File: src/rtl/stack_pkg.sv
// Shared types for the stack arbiter: FSM states, stack op codes, the
// registered grant record and the operator codes the requesters exchange.
package stack_pkg;

  localparam int DATA_W_DEF = 32;
  localparam int NUM_REQ    = 2;

  typedef enum logic [1:0] {
    IDLE  = 2'd0,
    ISSUE = 2'd1,
    RESP  = 2'd2,
    HOLD  = 2'd3
  } state_e;

  typedef enum logic {
    OP_PUSH = 1'b0,
    OP_POP  = 1'b1
  } op_e;

  // Operator tokens pushed by the infix/postfix requesters
  typedef enum logic [2:0] {
    OPR_NONE = 3'd0,
    OPR_ADD  = 3'd1,
    OPR_SUB  = 3'd2,
    OPR_MUL  = 3'd3,
    OPR_DIV  = 3'd4
  } opr_e;

  // Granted transaction as latched in IDLE
  typedef struct packed {
    logic idx;
    op_e  op;
    logic rej;
  } txn_t;

  function automatic logic [NUM_REQ-1:0] req_oh(input logic idx);
    req_oh      = '0;
    req_oh[idx] = 1'b1;
  endfunction

endpackage

File: src/rtl/rr_arbiter_2.sv
// Two-way round-robin arbiter. Masked requesters are dropped; on a tie the
// requester that the pointer does not name wins. Purely combinational.
module rr_arbiter_2 (
  input  logic [1:0] req,
  input  logic       ptr,
  input  logic [1:0] mask,
  output logic [1:0] grant
);

  logic [1:0] m;

  assign m = req & ~mask;

  // Single request passes through; a tie goes away from the last winner
  always_comb begin
    grant = m;
    if (m == 2'b11) grant = ptr ? 2'b01 : 2'b10;
  end

endmodule

File: src/rtl/stack_arbiter.sv
// Serializes two push/pop requesters onto one stack port. Tracks depth,
// rejects pop-on-empty and push-on-full locally without strobing the stack.
// Optional macro STACK_ARB_LOCK_EN adds R_LOCK so a requester can hold the
// stack across several ops (e.g. pop-then-push) without interleaving.
module stack_arbiter
  import stack_pkg::*;
#(
  parameter  int DATA_W = DATA_W_DEF,
  parameter  int DEPTH  = 16,
  localparam int CNT_W  = $clog2(DEPTH + 1)
) (
  input  logic                  CLK,
  input  logic                  RST_N,
  input  logic [1:0]            R_PUSH_STB,
  input  logic [2*DATA_W-1:0]   R_PUSH_DAT,
  input  logic [1:0]            R_POP_STB,
`ifdef STACK_ARB_LOCK_EN
  input  logic [1:0]            R_LOCK,
`endif
  output logic [1:0]            R_PUSH_ACK,
  output logic [1:0]            R_POP_ACK,
  output logic [DATA_W-1:0]     R_POP_DAT,
  output logic [1:0]            R_ERR,
  output logic                  STK_PUSH_STB,
  output logic [DATA_W-1:0]     STK_PUSH_DAT,
  output logic                  STK_POP_STB,
  input  logic [DATA_W-1:0]     STK_POP_DAT,
  input  logic                  STK_PUSH_ACK,
  input  logic                  STK_POP_ACK,
  output logic [CNT_W-1:0]      COUNT,
  output logic                  EMPTY,
  output logic                  FULL,
  output logic                  BUSY
);

  state_e              state;
  txn_t                txn;
  logic                rr_ptr;
  logic [NUM_REQ-1:0]  req;
  logic [NUM_REQ-1:0]  hold_mask;
  logic [NUM_REQ-1:0]  arb_mask;
  logic [NUM_REQ-1:0]  gnt_oh;
  logic                gnt_idx;
  op_e                 sel_op;
  logic                sel_rej;
  logic [DATA_W-1:0]   sel_dat;
  logic [DATA_W-1:0]   pop_q;

  assign req     = R_PUSH_STB | R_POP_STB;
  assign EMPTY   = (COUNT == '0);
  assign FULL    = (COUNT == CNT_W'(DEPTH));
  assign BUSY    = (state != IDLE);

  // Winner decode: push beats pop for a requester asserting both
  assign gnt_idx = gnt_oh[1];
  assign sel_op  = R_PUSH_STB[gnt_idx] ? OP_PUSH : OP_POP;
  assign sel_rej = (sel_op == OP_PUSH) ? FULL : EMPTY;
  assign sel_dat = gnt_idx ? R_PUSH_DAT[DATA_W +: DATA_W] : R_PUSH_DAT[0 +: DATA_W];

`ifdef STACK_ARB_LOCK_EN
  logic lock_vld;
  logic lock_id;
  logic lock_act;

  assign lock_act = lock_vld & R_LOCK[lock_id];
  // A held lock admits only its owner and exempts it from the hold-off
  assign arb_mask = lock_act ? ~req_oh(lock_id) : hold_mask;

  // Lock is taken at grant time and released as soon as the owner drops it
  always_ff @(posedge CLK or negedge RST_N) begin
    if (!RST_N) begin
      lock_vld <= 1'b0;
      lock_id  <= 1'b0;
    end else if (state == IDLE && |gnt_oh) begin
      lock_vld <= R_LOCK[gnt_idx];
      lock_id  <= gnt_idx;
    end else if (lock_vld && !R_LOCK[lock_id]) begin
      lock_vld <= 1'b0;
    end
  end
`else
  assign arb_mask = hold_mask;
`endif

  rr_arbiter_2 u_arb (
    .req   (req),
    .ptr   (rr_ptr),
    .mask  (arb_mask),
    .grant (gnt_oh)
  );

  // Main FSM: grant in IDLE, strobe the stack in ISSUE, answer in RESP,
  // then one HOLD cycle for the winner to drop its strobe
  always_ff @(posedge CLK or negedge RST_N) begin
    if (!RST_N) begin
      state        <= IDLE;
      txn          <= '{idx: 1'b0, op: OP_PUSH, rej: 1'b0};
      rr_ptr       <= 1'b1;
      hold_mask    <= '0;
      pop_q        <= '0;
      COUNT        <= '0;
      STK_PUSH_STB <= 1'b0;
      STK_POP_STB  <= 1'b0;
      STK_PUSH_DAT <= '0;
      R_PUSH_ACK   <= '0;
      R_POP_ACK    <= '0;
      R_ERR        <= '0;
      R_POP_DAT    <= '0;
    end else begin
      R_PUSH_ACK <= '0;
      R_POP_ACK  <= '0;
      R_ERR      <= '0;
      R_POP_DAT  <= '0;
      case (state)
        IDLE: begin
          hold_mask <= '0;
          if (|gnt_oh) begin
            txn <= '{idx: gnt_idx, op: sel_op, rej: sel_rej};
            if (sel_rej) begin
              state <= RESP;
            end else begin
              state        <= ISSUE;
              STK_PUSH_STB <= (sel_op == OP_PUSH);
              STK_POP_STB  <= (sel_op == OP_POP);
              if (sel_op == OP_PUSH) STK_PUSH_DAT <= sel_dat;
            end
          end
        end
        ISSUE: begin
          if (txn.op == OP_PUSH && STK_PUSH_ACK) begin
            STK_PUSH_STB <= 1'b0;
            COUNT        <= COUNT + CNT_W'(1);
            state        <= RESP;
          end else if (txn.op == OP_POP && STK_POP_ACK) begin
            STK_POP_STB  <= 1'b0;
            pop_q        <= STK_POP_DAT;
            COUNT        <= COUNT - CNT_W'(1);
            state        <= RESP;
          end
        end
        RESP: begin
          R_PUSH_ACK[txn.idx] <= (txn.op == OP_PUSH);
          R_POP_ACK[txn.idx]  <= (txn.op == OP_POP);
          R_ERR[txn.idx]      <= txn.rej;
          R_POP_DAT           <= (txn.op == OP_POP && !txn.rej) ? pop_q : '0;
          rr_ptr              <= txn.idx;
          hold_mask           <= req_oh(txn.idx);
          state               <= HOLD;
        end
        HOLD: begin
          state <= IDLE;
        end
        default: state <= IDLE;
      endcase
    end
  end

endmodule

File: config.mk
export PLATFORM = sky130hd
export DESIGN_NAME = stack_arbiter
export DESIGN_NICKNAME = d
export VERILOG_FILES = /design/src/rtl/stack_pkg.sv /design/src/rtl/rr_arbiter_2.sv /design/src/rtl/stack_arbiter.sv
export SDC_FILE = /design/constraint.sdc
export NUM_CORES = 1
export LEC_CHECK = 0
export CORE_UTILIZATION = 30
export DETAILED_ROUTE_END_ITERATION = 8
export GPL_TIMING_DRIVEN = 1
export SYNTH_ARGS = -nofsm -noshare
export SYNTH_HDL_FRONTEND = slang
export SYNTH_SLANG_ARGS = --single-unit
File: constraint.sdc
create_clock -name CLK -period 4.5 [get_ports CLK]
set_input_delay 0.9 -clock CLK [delete_from_list [all_inputs] [get_ports CLK]]
set_output_delay 0.9 -clock CLK [all_outputs]
set_load 0.02 [all_outputs]
### Word-level counts from Yosys, hierarchy flattened

Index checks and enable logic that the tools add are counted.

| storage, ports and cells | value |
|---|---|
| register bits after elaboration | 117 |
| word-level logic and storage cells | 90 |

| cells by class | value |
|---|---|
| bitwise gates (word level) | 9 |
| equal/unequal tests | 11 |
| reduce and logical (&&, ||, !) cells | 19 |
| add/subtract/negate cells | 2 |
| muxes and demuxes | 31 |
| order comparisons | 3 |

Operators with widths:

| kind | number |
|---|---|
| $mux 32 | 3 |
| $mux 2 | 9 |
| $mux 1 | 12 |
| $mux 5 | 2 |
| $ne 2x2->1 const B | 5 |
| $and 2x2->2 | 4 |
| $pmux 2 s4 | 1 |
| $reduce_and 4->1 | 2 |
| $reduce_bool 2->1 | 4 |
| $eq 2x2->1 const B | 3 |
| $reduce_and 2->1 | 3 |
| $add 5x1->5 const B | 1 |
| $eq 5x5->1 const B | 1 |
| $logic_not 5->1 | 1 |
| $reduce_and 5->1 | 1 |
| $sub 5x1->5 const B | 1 |
| $logic_and 1x1->1 | 4 |
| $lt 1x2->1 const B | 2 |
| $pmux 1 s2 | 2 |
| $pmux 2 s2 | 1 |
| $ne 3x3->1 const B | 1 |
| $not 1->1 | 3 |
| $reduce_and 3->1 | 1 |
| $eq 2x1->1 const B | 1 |
| other kinds (7) | 7 |

### Logic depth before layout (Yosys ltp)

Gate-level depths: netlist (run 1).

| depth | value |
|---|---|
| depth in word-level cells | 10 |
| mapped depth | 10 |

### Cells and area by module

From an unflattened synthesis (run 1), not the netlist that was laid out.

| unflattened totals | value |
|---|---|
| cells, all modules | 394 |
| area total of the unflattened synthesis | 4966.0 um^2 |

By module, submodules not included:

| module | seq. area each (um^2) | cells each | area an instance (um^2) | times used |
|---|---|---|---|---|
| stack_arbiter | 2929.1 | 390 | 4933.5 | 1 |
| rr_arbiter_2 | 0.0 | 4 | 32.5 | 1 |

### Least setup slack after synthesis (run 1)

No wires, ideal clock.

| timing path | value |
|---|---|
| path kind | in2reg |
| from | input port R_POP_STB[0] |
| to | register STK_POP_STB |
| library setup time | 0.078 ns |
| required time | 4.422 ns |
| slack | 2.094 ns |
| stages | 7 |
| data arrival time | 2.328 ns |
| buffers on the path | 1 |
| path through | o21ba_1 -> a21oi_1 -> buf_4 -> mux2_2 -> xnor2_2 -> a211oi_1 -> o2bb2ai_1 |

| on the way | value |
|---|---|
| longest elaborated chain between the ends | 10 |
| elaborated cells between the ends (all ways) | 15 |
| those cells by class | eq/ne: 3; mux: 8; bitwise: 2; reduce/logical: 2 |

RTL lines:

| what | line | text |
|---|---|---|
| from (decl) | stack_arbiter.sv:16 | `input logic [1:0] R_POP_STB,` |
| $or 2x2->2 (*) | stack_arbiter.sv:49 | `assign req = R_PUSH_STB \| R_POP_STB;` |
| $and 2x2->2 (*) | rr_arbiter_2.sv:12 | `assign m = req & ~mask;` |
| $eq 2x2->1 | rr_arbiter_2.sv:17 | `if (m == 2'b11) grant = ptr ? 2'b01 : 2'b10;` |
| $mux 2 (*) | rr_arbiter_2.sv:17 |  |
| $mux 1 (not written as such) (2 in series) | stack_arbiter.sv:56 | `assign sel_op = R_PUSH_STB[gnt_idx] ? OP_PUSH : OP_POP;` |
| $mux 1 | stack_arbiter.sv:56 |  |
| $mux 1 | stack_arbiter.sv:119 | `if (sel_rej) begin` |
| $mux 1 | stack_arbiter.sv:117 | `if (\|gnt_oh) begin` |
| $pmux 1 s2 | stack_arbiter.sv:114 | `case (state)` |
| to (signal assigned) | stack_arbiter.sv:124 | `STK_POP_STB <= (sel_op == OP_POP);` |
| to (decl) | stack_arbiter.sv:26 | `output logic STK_POP_STB,` |

Every way passes the cells marked *; elsewhere a longest branch is shown, timed or not. The select of a mux whose other input is x is not followed.
A chain may end at the register's enable or synchronous reset.

### Worst setup path after layout (run 1)

| timing path | value |
|---|---|
| from | register COUNT[1] |
| to | output port FULL |

| on the way | value |
|---|---|
| longest elaborated chain between the ends | 1 |

RTL lines:

| what | line | text |
|---|---|---|
| from (decl) | stack_arbiter.sv:30 | `output logic [CNT_W-1:0] COUNT,` |
| from (signal assigned) | stack_arbiter.sv:132 | `COUNT <= COUNT + CNT_W'(1);` |
| from (signal assigned) | stack_arbiter.sv:137 | `COUNT <= COUNT - CNT_W'(1);` |
| $eq 5x5->1 | stack_arbiter.sv:51 | `assign FULL = (COUNT == CNT_W'(DEPTH));` |
| to (decl) | stack_arbiter.sv:32 | `output logic FULL,` |

No other way between the ends.

==> results of run 1 <==
-- through the flow --
stage | cell area [um2] | instances | hold slack, ns | total power (uW)
5_1_grt | 7428 | 800 | 0.4927 | 5145
4_1_cts | 7428 | 800 | 0.4722 | 4883
3_5_place_dp | 6907 | 770 | 0.4595 | 3668
3_3_place_gp | 6907 | 770 | 0.4550 | 3609
2_1_floorplan | 4856 | 384 | 0.4404 | 2861
6_report | 7428 | 800 | 0.4669 | 4799
-- critical path, delay by kind of cell, from the launching register on --
kind,cells,cell delay (ns)
buf+inv,1,0.64
simple gates,2,0.80
flops,1,0.45
-- cell type report --
cell class / instances / area [um2] / area share, %
timing repair buffer: 188 / 1867 / 25.13
tap: 216 / 270.3 / 3.638
inverter: 8 / 30.03 / 0.4042
multi-input combinational: 241 / 1810 / 24.37
sequential: 117 / 2929 / 39.43
clock buffer: 26 / 499.2 / 6.721
clock inverter: 4 / 22.52 / 0.3032
-- layout by cell type (no fill, tap or decap), drive strengths merged, types with 8 or more instances in the layout --
cell / synthesis / layout
clkdlybuf4s50: 0 / 182
and2: 36 / 36
o21ai: 41 / 41
dfrtp: 116 / 116
mux2: 33 / 33
inv: 8 / 8
nand2: 47 / 47
mux2i: 33 / 33
clkbuf: 6 / 26
-- power groups by stage --
stage / registers, uW / clock network (uW) / logic (uW)
floorplan: 1920 / 0 / 941
global placement: 1690 / 0 / 1920
detailed placement: 1700 / 0 / 1970
CTS: 1690 / 1220 / 1980
global route: 1740 / 1280 / 2120
finish: 1680 / 1180 / 1940
-- routing by layer --
metal / global-route usage, % / up-vias / wire length [um]
met2: 25.40 / 108 / 5882
met4: 5.882 / 0 / 174
met1: 16.52 / 1668 / 4555
met5: 0 / - / 0
met3: 4.872 / 10 / 796
li1: - / 1680 / -
-- logic make-up (layout without fill, tap and decap cells) --
family,count (synthesis),count (layout),synth area share [%]
DFF,117,117,60.32
and+or+nand+nor,101,101,10.51
muxes,66,66,14.46
AOI/OAI and AO/OA,60,60,8.452
buffers and inverters,26,226,2.808
adders and majority gates,8,8,2.216
xor gates and xnor gates,6,6,1.237
-- flip-flops by register name, summed over array words and instances, names as in the netlist, 3 cells and up --
signal        count
pop_q            32
txn               3
COUNT             5
STK_PUSH_DAT     32
R_POP_DAT        32
-- path summary, 6_finish.rpt --
| path | start | end | slack (ns) | depth (start not counted) |
|---|---|---|---|---|
| max reg2reg | arb_mask[1]$_DFFE_PN0P_ | STK_POP_STB$_DFFE_PN0P_ | 2.06 | 7 |
| min | pop_q[1]$_DFFE_PN0P_ | R_POP_DAT[1]$_DFF_PN0_ | 0.47 | 1 |
| min reg2reg | pop_q[1]$_DFFE_PN0P_ | R_POP_DAT[1]$_DFF_PN0_ | 0.47 | 1 |
| max | COUNT[1]$_DFFE_PN0P_ | FULL | 1.31 | 3 |
| max in group asynchronous | RST_N | pop_q[27]$_DFFE_PN0P_ | 3.01 | 2 |
| min in group asynchronous | RST_N | pop_q[1]$_DFFE_PN0P_ | 0.57 | 1 |
==> results.md, run 1 <==
- Run status: finished clean
- Tmin final: 3.191 ns
- Core ar.: around 0.016 mm2
- Yosys warns: 0
- P_leak: 0.003345 uW
- Critical path peak fanout: 8
- Vias after detailed routing: 3466
- DP Wirelength: about 8400 um
- Worst-margin pin slew: between 1 and 1.5 ns
- Max_cap viols: 0
- Slew HR: 24.81%
- Num CTS Buffers: 17
- Avg WL per Cell: 14.26 um
- Die H: 129.2 um
- Top-area cell type share of the netlist area: 59.78%
- Fin nets: 685
- Critical path, cell by cell: nor4_4 -> and2_1 -> clkdlybuf4s50_1
- Switching part of the total: between 30% and 40%
- Post-DR vias/cell: 4.333
- Yosys reg bits: between 100 and 150
- Internal power: approximately 3100 uW
- Largest net degree at the start of global routing: 62
- 1st-iter DRT viols: 92
- EDFF count, synth: 0
- Clock share of power: 24.6%
- CTS H-Tree Depth: 4
- Period utilization: 70.91%
- Ys async rst share: 100.0%
- Switching pwr: 1653 uW
- Residual DRC: 0
- Sequential share of power: a little over a third
- First-pass GRT wire length: approximately 18000 um
- Pwr per Cell Area: 646.1 mW/mm2
- Data arrival time of the worst path: 2.29 ns
- Final setup vio count: 0
- Ports: 184
- Fmax: 0.3134 GHz
- Overflow after GRT: 0
- Reg clk slew, reported paths: 0.05 ns
- Main flop type after synthesis: dfrtp_1
- Post-synth cell types: 40
- Clock insertion delay at the later pin of the skew report: 0.40 ns
- Synthesized cell area: 0.004856 mm2
- Crit Path Class: flop to primary output
- Comb pwr share: 40.4%
- CTS resizes: 0
- Area grow syn2layout: 52.98%
- Unrepaired setup endpoints after global routing: false
- GP Congestion: ~0.72
- Chip width: 129.2 um
- Vias in the first global route: 3675
- Critical Path Source Type: flop
- Final WL: 11410 um
- Post-Synthesis Cells: 384
- Crit path required time: 3.60 ns
- Maximum vdd drop: roughly 330 uV
- Slowest stage delay, CP: 0.64 ns
- CTS Root Cell: clkbuf_16
- Clock sink count: about 120
- Syn Nets: 496
- Setup Skew: 0.005912 ns
- Antenna-violating nets left: 0
- Slowest CP cell: clkdlybuf4s50_1
- CTS tree: built
- Post-CTS setup buffers: 0
- Hold-fix buffer count after cts: 0
- Gr usage total: between 10% and 20%
- Dominant cells by area after synthesis: dfrtp_1 60%, mux2_1 7.4%, mux2i_1 6.8%
- Worst hold path class: flop to flop
- Area leader, netlist: dfrtp_1
- TritonRoute pass-1 iters: 4
- Max clock buf depth: 2
- Diode count: 0
- Dpl ws: 0.9727 ns
- Die area: 0.01670 mm2
- Setup TNS: 0 ns
- Antenna violations before repair: 0
- Post-synthesis average cell area: 12.65 um2
- Layout cells sized above 1: 9.932%
- Core Util, Final: 46.93%
- Number of core rows: 46
- Post-synthesis sequential area ratio: 60.32%
- Cell with the most instances after synthesis: dfrtp_1
- Final Max Tran Viols: 0
- Number of port buffers: 183
- Crit end category: primary output
- Fill cells: 1424
- Commonest cells post-synth: 116 x dfrtp_1, 47 x nand2_1, 36 x and2_1
- Hold Fails Final Rpt: 0
- Worst setup margin: 1.309 ns
- Initial Util: 30.68%
(Power assumes the default switching activity.)
==> run 2, diff against run 1 <==
Clock period 4.5 ns to 3.3 ns, I/O delays scaled along.
==> run 2 against run 1 <==
  * Non-clock buffer count unchanged
  * Via count increased by 0.63%
  * Routed wire length increased by 1.8%
  * Largest power group unchanged
==> results.md, run 2 (same netlist as run 1, synthesis figures left out) <==
- Run status: finished clean (unchanged)
- Number of core rows: 46 (unchanged)
- Hold Fails Final Rpt: 0 (unchanged)
- Hold-fix buffer count after cts: 0 (unchanged)
- Die H: 129.2 um (unchanged)
- Antenna violations before repair: 1 (was 0)
- Critical path peak fanout: 8 (unchanged)
- Post-DR vias/cell: 4.349 (was 4.333)
- Final Max Tran Viols: 0 (unchanged)
- Final setup vio count: 0 (unchanged)
- Slowest stage delay, CP: 0.65 ns (was 0.64 ns)
- GP Congestion: 0.7164 (was 0.7169)
- Crit Path Class: flop to primary output (unchanged)
- P_leak: 0.003411 uW (was 0.003345 uW)
- Fmax: 0.3309 GHz
- Gr usage total: 14.56% (was 14.62%)
- Vias after detailed routing: 3488 (was 3466)
- Residual DRC: 0 (unchanged)
- CTS resizes: 0 (unchanged)
- Reg clk slew, reported paths: 0.05 ns (about the same)
- Largest net degree at the start of global routing: 70 (was 62)
- Final WL: 11610 um (was 11410 um)
- DP Wirelength: 8424 um (was 8431 um)
- Slew HR: 40.53% (was 24.81%)
- Clock insertion delay at the later pin of the skew report: 0.41 ns (was 0.40 ns)
- Worst hold path class: input pin to asynchronous set/reset pin (was flop to flop)
- Unrepaired setup endpoints after global routing: false (unchanged)
- TritonRoute pass-1 iters: 4 (unchanged)
- Clock sink count: 117 (unchanged)
- Setup Skew: 0.004902 ns (was 0.005912 ns)
- Num CTS Buffers: 17 (unchanged)
- Critical Path Source Type: flop (unchanged)
- Area grow syn2layout: 55.99% (was 52.98%)
- First-pass GRT wire length: 17990 um (was 18350 um)
- Diode count: 0 (unchanged)
- Core ar.: 0.01583 mm2 (unchanged)
- Worst-margin pin slew: 0.8910 ns (was 1.127 ns)
- Data arrival time of the worst path: 2.36 ns (was 2.29 ns)
- Setup TNS: 0 ns (unchanged)
- Pwr Total: 6957 uW (was 4799 uW)
- Finished Layout Cells: 802 (was 800)
- Chip width: 129.2 um (unchanged)
- Crit end category: primary output (unchanged)
- Fin nets: 685 (unchanged)
- Maximum vdd drop: 465.9 uV (was 330.4 uV)
- CTS Root Cell: clkbuf_16 (unchanged)
- Antenna-violating nets left: 0 (unchanged)
- Avg WL per Cell: 14.48 um (was 14.26 um)
- Ports: 184 (unchanged)
- Pwr per Cell Area: 918.4 mW/mm2 (was 646.1 mW/mm2)
- Vias in the first global route: 3480 (was 3675)
- Period utilization: between 90% and 100%
- R2R depth: 5 (was 7)
- Commonest cells after routing, fill and taps aside: 182 x clkdlybuf4s50_1, 116 x dfrtp_1, 47 x nand2_1 (unchanged)
- CTS tree: built (unchanged)
- CTS H-Tree Depth: 4 (unchanged)
- Initial Util: 30.68% (unchanged)
- Post-CTS setup buffers: 0 (unchanged)
- Max clock buf depth: 2 (unchanged)
- Tmin final: 3.022 ns
- Commonest non-fill, non-tap cell in the layout: clkdlybuf4s50_1 (unchanged)
- 1st-iter DRT viols: 74 (was 92)
- Critical path, cell by cell: nor4_4 -> and2_1 -> clkdlybuf4s50_1 (unchanged)
- Crit path required time: 2.64 ns (was 3.60 ns)
- Slowest CP cell: clkdlybuf4s50_1 (unchanged)
- Overflow after GRT: 0 (unchanged)
- Cells after DPL: 770 (unchanged)
- Number of port buffers: 183 (unchanged)
- Top flop regs: R_POP_DAT (32), STK_PUSH_DAT (32), pop_q (32) (unchanged)
- Die area: 0.01670 mm2 (unchanged)
- Max_cap viols: 0 (unchanged)
- Layout cells sized above 1: 10.75% (was 9.932%)
run 2: final timing paths:
check | slack [ns] | from | endpoint
setup / recovery | 0.28 | COUNT[1]$_DFFE_PN0P_ | FULL
hold / removal | 0.26 | RST_N | pop_q[5]$_DFFE_PN0P_
setup reg to reg | 0.99 | COUNT[1]$_DFFE_PN0P_ | STK_PUSH_DAT[2]$_DFFE_PN0P_
hold reg to reg | 0.47 | pop_q[3]$_DFFE_PN0P_ | R_POP_DAT[3]$_DFF_PN0_
max in group asynchronous | 2.20 | RST_N | rr_ptr$_DFFE_PN1P_
min in group CLK | 0.47 | pop_q[3]$_DFFE_PN0P_ | R_POP_DAT[3]$_DFF_PN0_
run 2: cell type report:
cell class                 instances  area, um2
clock buffer                      25      515.5
clock inverter                     7      140.1
multi-input combinational        241       1810
tap                              216      270.3
fill                            1434       8253
timing repair buffer             188       1879
sequential                       117       2929
inverter                           8      30.03
run 2: worst max-delay path: cells and delay by family (launching register included):
kind	cells	cell delay, ns
buf+inv	1	0.65
simple gates	2	0.85
flops	1	0.45
run 2: power by group:
part | total, uW | switching, uW | internal, uW
logic | 2660 | 1380 | 1290
registers | 2290 | 306 | 1990
clock network | 2000 | 620 | 1380
run 2: per-stage QoR:
step	setup WS, ns	hold slack, ns	area [um2]	util (%)
2_1_floorplan	1.134	0.3644	4856	-
3_3_place_gp	0.4789	0.4550	6919	43.72
3_5_place_dp	0.4412	0.4634	6919	43.72
4_1_cts	0.2458	0.2790	7575	47.86
5_1_grt	0.1808	0.3083	7575	47.86
6_report	0.2778	0.2559	7575	47.86
run 2: metal layers:
| metal | routed length, um | track usage, % |
|---|---|---|
| met4 | 199 | 6.851 |
| met1 | 4690 | 16.32 |
| met5 | 13 | 0 |
| met3 | 778 | 5.120 |
| met2 | 5927 | 24.79 |
==> run 3, diff against run 2 <==
Settings changed: GPL_ROUTABILITY_DRIVEN set to 0.
Clock period 3.3 ns to 3.1 ns, I/O delays scaled along.
==> run 3 against run 2 <==
  * Sequential share of layout area grew 0.26 points
  * Worst hold slack gained 0.030 ns
  * Global-route usage is essentially flat
  * Critical path depth is the same
  * Critical path type unchanged
==> results.md, run 3 (same netlist as run 1, synthesis figures left out) <==
- Slowest stage delay, CP: 0.64 ns (was 0.65 ns)
- Maximum vdd drop: 513.0 uV (was 465.9 uV)
- 1st-iter DRT viols: 116 (was 74)
- Vias after detailed routing: 3504 (was 3488)
- Cells after DPL: 772 (was 770)
- Commonest cells after routing, fill and taps aside: 182 x clkdlybuf4s50_1, 116 x dfrtp_1, 47 x nand2_1 (unchanged)
- Max_cap viols: 0 (unchanged)
- Hold Fails Final Rpt: 0 (unchanged)
- Diode count: 0 (unchanged)
- DP Wirelength: 8398 um (was 8424 um)
- R2R depth: 4 (was 5)
- Final setup vio count: 0 (unchanged)
- Met3 usage: 4.459% (was 5.120%)
- Worst hold path class: input pin to asynchronous set/reset pin (unchanged)
- Fmax: 0.3416 GHz
- Top flop regs: R_POP_DAT (32), STK_PUSH_DAT (32), pop_q (32) (unchanged)
- Number of port buffers: 183 (unchanged)
- GR met1 Demand/Resource: 16.66% (was 16.32%)
- Finished Layout Cells: 801 (was 802)
- Number of core rows: 46 (unchanged)
- Crit Path Class: flop to primary output (unchanged)
- Slew HR: 38.72% (was 40.53%)
- Slowest CP cell: clkdlybuf4s50_1 (unchanged)
- Worst Path Buf+Inv: 1 (unchanged)
- Setup TNS: 0 ns (unchanged)
- P_leak: 0.003395 uW (was 0.003411 uW)
- Crit path required time: 2.48 ns (was 2.64 ns)
- Met2 global-route usage: 24.76% (was 24.79%)
- Worst R2R Start: state[1]$_DFFE_PN0P_ (was COUNT[1]$_DFFE_PN0P_)
- Core ar.: 0.01583 mm2 (unchanged)
- Reg clk slew, reported paths: 0.05 ns (about the same)
- CTS tree: built (unchanged)
- Critical path, cell by cell: nor4_4 -> and2_1 -> clkdlybuf4s50_1 (unchanged)
- Core Util, Final: 47.54% (was 47.86%)
- Commonest non-fill, non-tap cell in the layout: clkdlybuf4s50_1 (unchanged)
- Unrepaired setup endpoints after global routing: false (unchanged)
- Run status: finished clean (unchanged)
- TritonRoute pass-1 iters: 4 (unchanged)
- Overflow after GRT: 0 (unchanged)
- CTS Root Cell: clkbuf_16 (unchanged)
- Final WL: 11460 um (was 11610 um)
- Post-CTS setup buffers: 0 (unchanged)
- Reg2reg end: pop_q[12]$_DFFE_PN0P_ (was STK_PUSH_DAT[2]$_DFFE_PN0P_)
- Worst-margin pin slew: 0.9182 ns (was 0.8910 ns)
- Critical Path Source Type: flop (unchanged)
- Max clock buf depth: 2 (unchanged)
- Crit end category: primary output (unchanged)
- Pwr Total: 7242 uW (was 6957 uW)
- Vias in the first global route: 3552 (was 3480)
- Ports: 184 (unchanged)
- Gr usage total: 14.55% (was 14.56%)
- Chip width: 129.2 um (unchanged)
- Data arrival time of the worst path: 2.31 ns (was 2.36 ns)
- Area grow syn2layout: 54.96% (was 55.99%)
- Period utilization: 94.44%
- Initial Util: 30.68% (unchanged)
- Layout cells sized above 1: 10.26% (was 10.75%)
- R2R setup slack: 0.80 ns (was 0.99 ns)
- CTS H-Tree Depth: 4 (unchanged)
- Antenna-violating nets left: 0 (unchanged)
- Clock insertion delay at the later pin of the skew report: 0.40 ns (was 0.41 ns)
- Pwr per Cell Area: 962.5 mW/mm2 (was 918.4 mW/mm2)
- Num CTS Buffers: 17 (unchanged)
- Residual DRC: 0 (unchanged)
- Die H: 129.2 um (unchanged)
- Crit path max-delay family: simple AND/OR/NAND/NOR gates (unchanged)
- Setup Skew: 0.006307 ns (was 0.004902 ns)
- Hold-fix buffer count after cts: 0 (unchanged)
- Tmin final: 2.927 ns
- Final Max Tran Viols: 0 (unchanged)
- CTS resizes: 0 (unchanged)
- Fin nets: 687 (was 685)
- Die area: 0.01670 mm2 (unchanged)
- First-pass GRT wire length: 18140 um (was 17990 um)
- Avg WL per Cell: 14.31 um (was 14.48 um)
- Clock sink count: 117 (unchanged)
- Antenna violations before repair: 1 (unchanged)
- Post-DR vias/cell: 4.375 (was 4.349)
- Worst Hold Margin: 0.2862 ns (was 0.2559 ns)
- Critical path peak fanout: 8 (unchanged)
- Busiest grt layer: met2 (unchanged)
- Largest net degree at the start of global routing: 65 (was 70)
run 3: cell count changes in the layout (fill, tap and decap cells not counted):
cell and change:
clkbuf_1 +2, buf_4 +2, clkinvlp_4 -2, bufinv_16 -1, clkbuf_8 -2
run 3: worst max-delay path by stage:
stage                              start                           to  depth (start not counted)
floorplan                   R_POP_STB[0]      STK_POP_STB$_DFFE_PN0P_                          7
global placement           R_PUSH_STB[0]  STK_PUSH_DAT[7]$_DFFE_PN0P_                          8
detailed placement         R_PUSH_STB[0]      STK_POP_STB$_DFFE_PN0P_                          7
CTS                 COUNT[1]$_DFFE_PN0P_                         FULL                          3
global route        COUNT[1]$_DFFE_PN0P_                         FULL                          3
finish              COUNT[1]$_DFFE_PN0P_                         FULL                          3
run 3: routing by layer:
layer | vias to the layer above | share of wire (%)
met2 | 94 | 51
met4 | 2 | 1.5
met3 | 19 | 6.4
met5 | - | 0.10
met1 | 1699 | 41
li1 | 1690 | -
run 3: power breakdown:
group | switching, uW | internal [uW]
Sequential | 327 | 2120
Clock | 625 | 1330
Combinational | 1460 | 1380
run 3: final cells by class:
class,count,area (um2)
fill,1420,8303
clock inverter,4,95.09
clock buffer,25,495.5
sequential,117,2929
tap,216,270.3
inverter,8,30.03
timing repair buffer,190,1894
multi-input combinational,241,1810
run 3: worst reg2reg max path: cells and delay by family, from the launching register on:
family,cells,cell delay [ns]
simple gates,1,0.75
flops,1,0.40
fa+ha+maj,1,0.29
mux,1,0.63
buf+inv,1,0.10
run 3: metrics by stage:
stage	cell area [um2]	worst slack (ns)
after floorplan	4856	0.9739
after global placement	6934	0.4532
after detailed placement	6934	0.4086
after CTS	7525	0.1148
after global routing	7525	0.03788
final	7525	0.1725
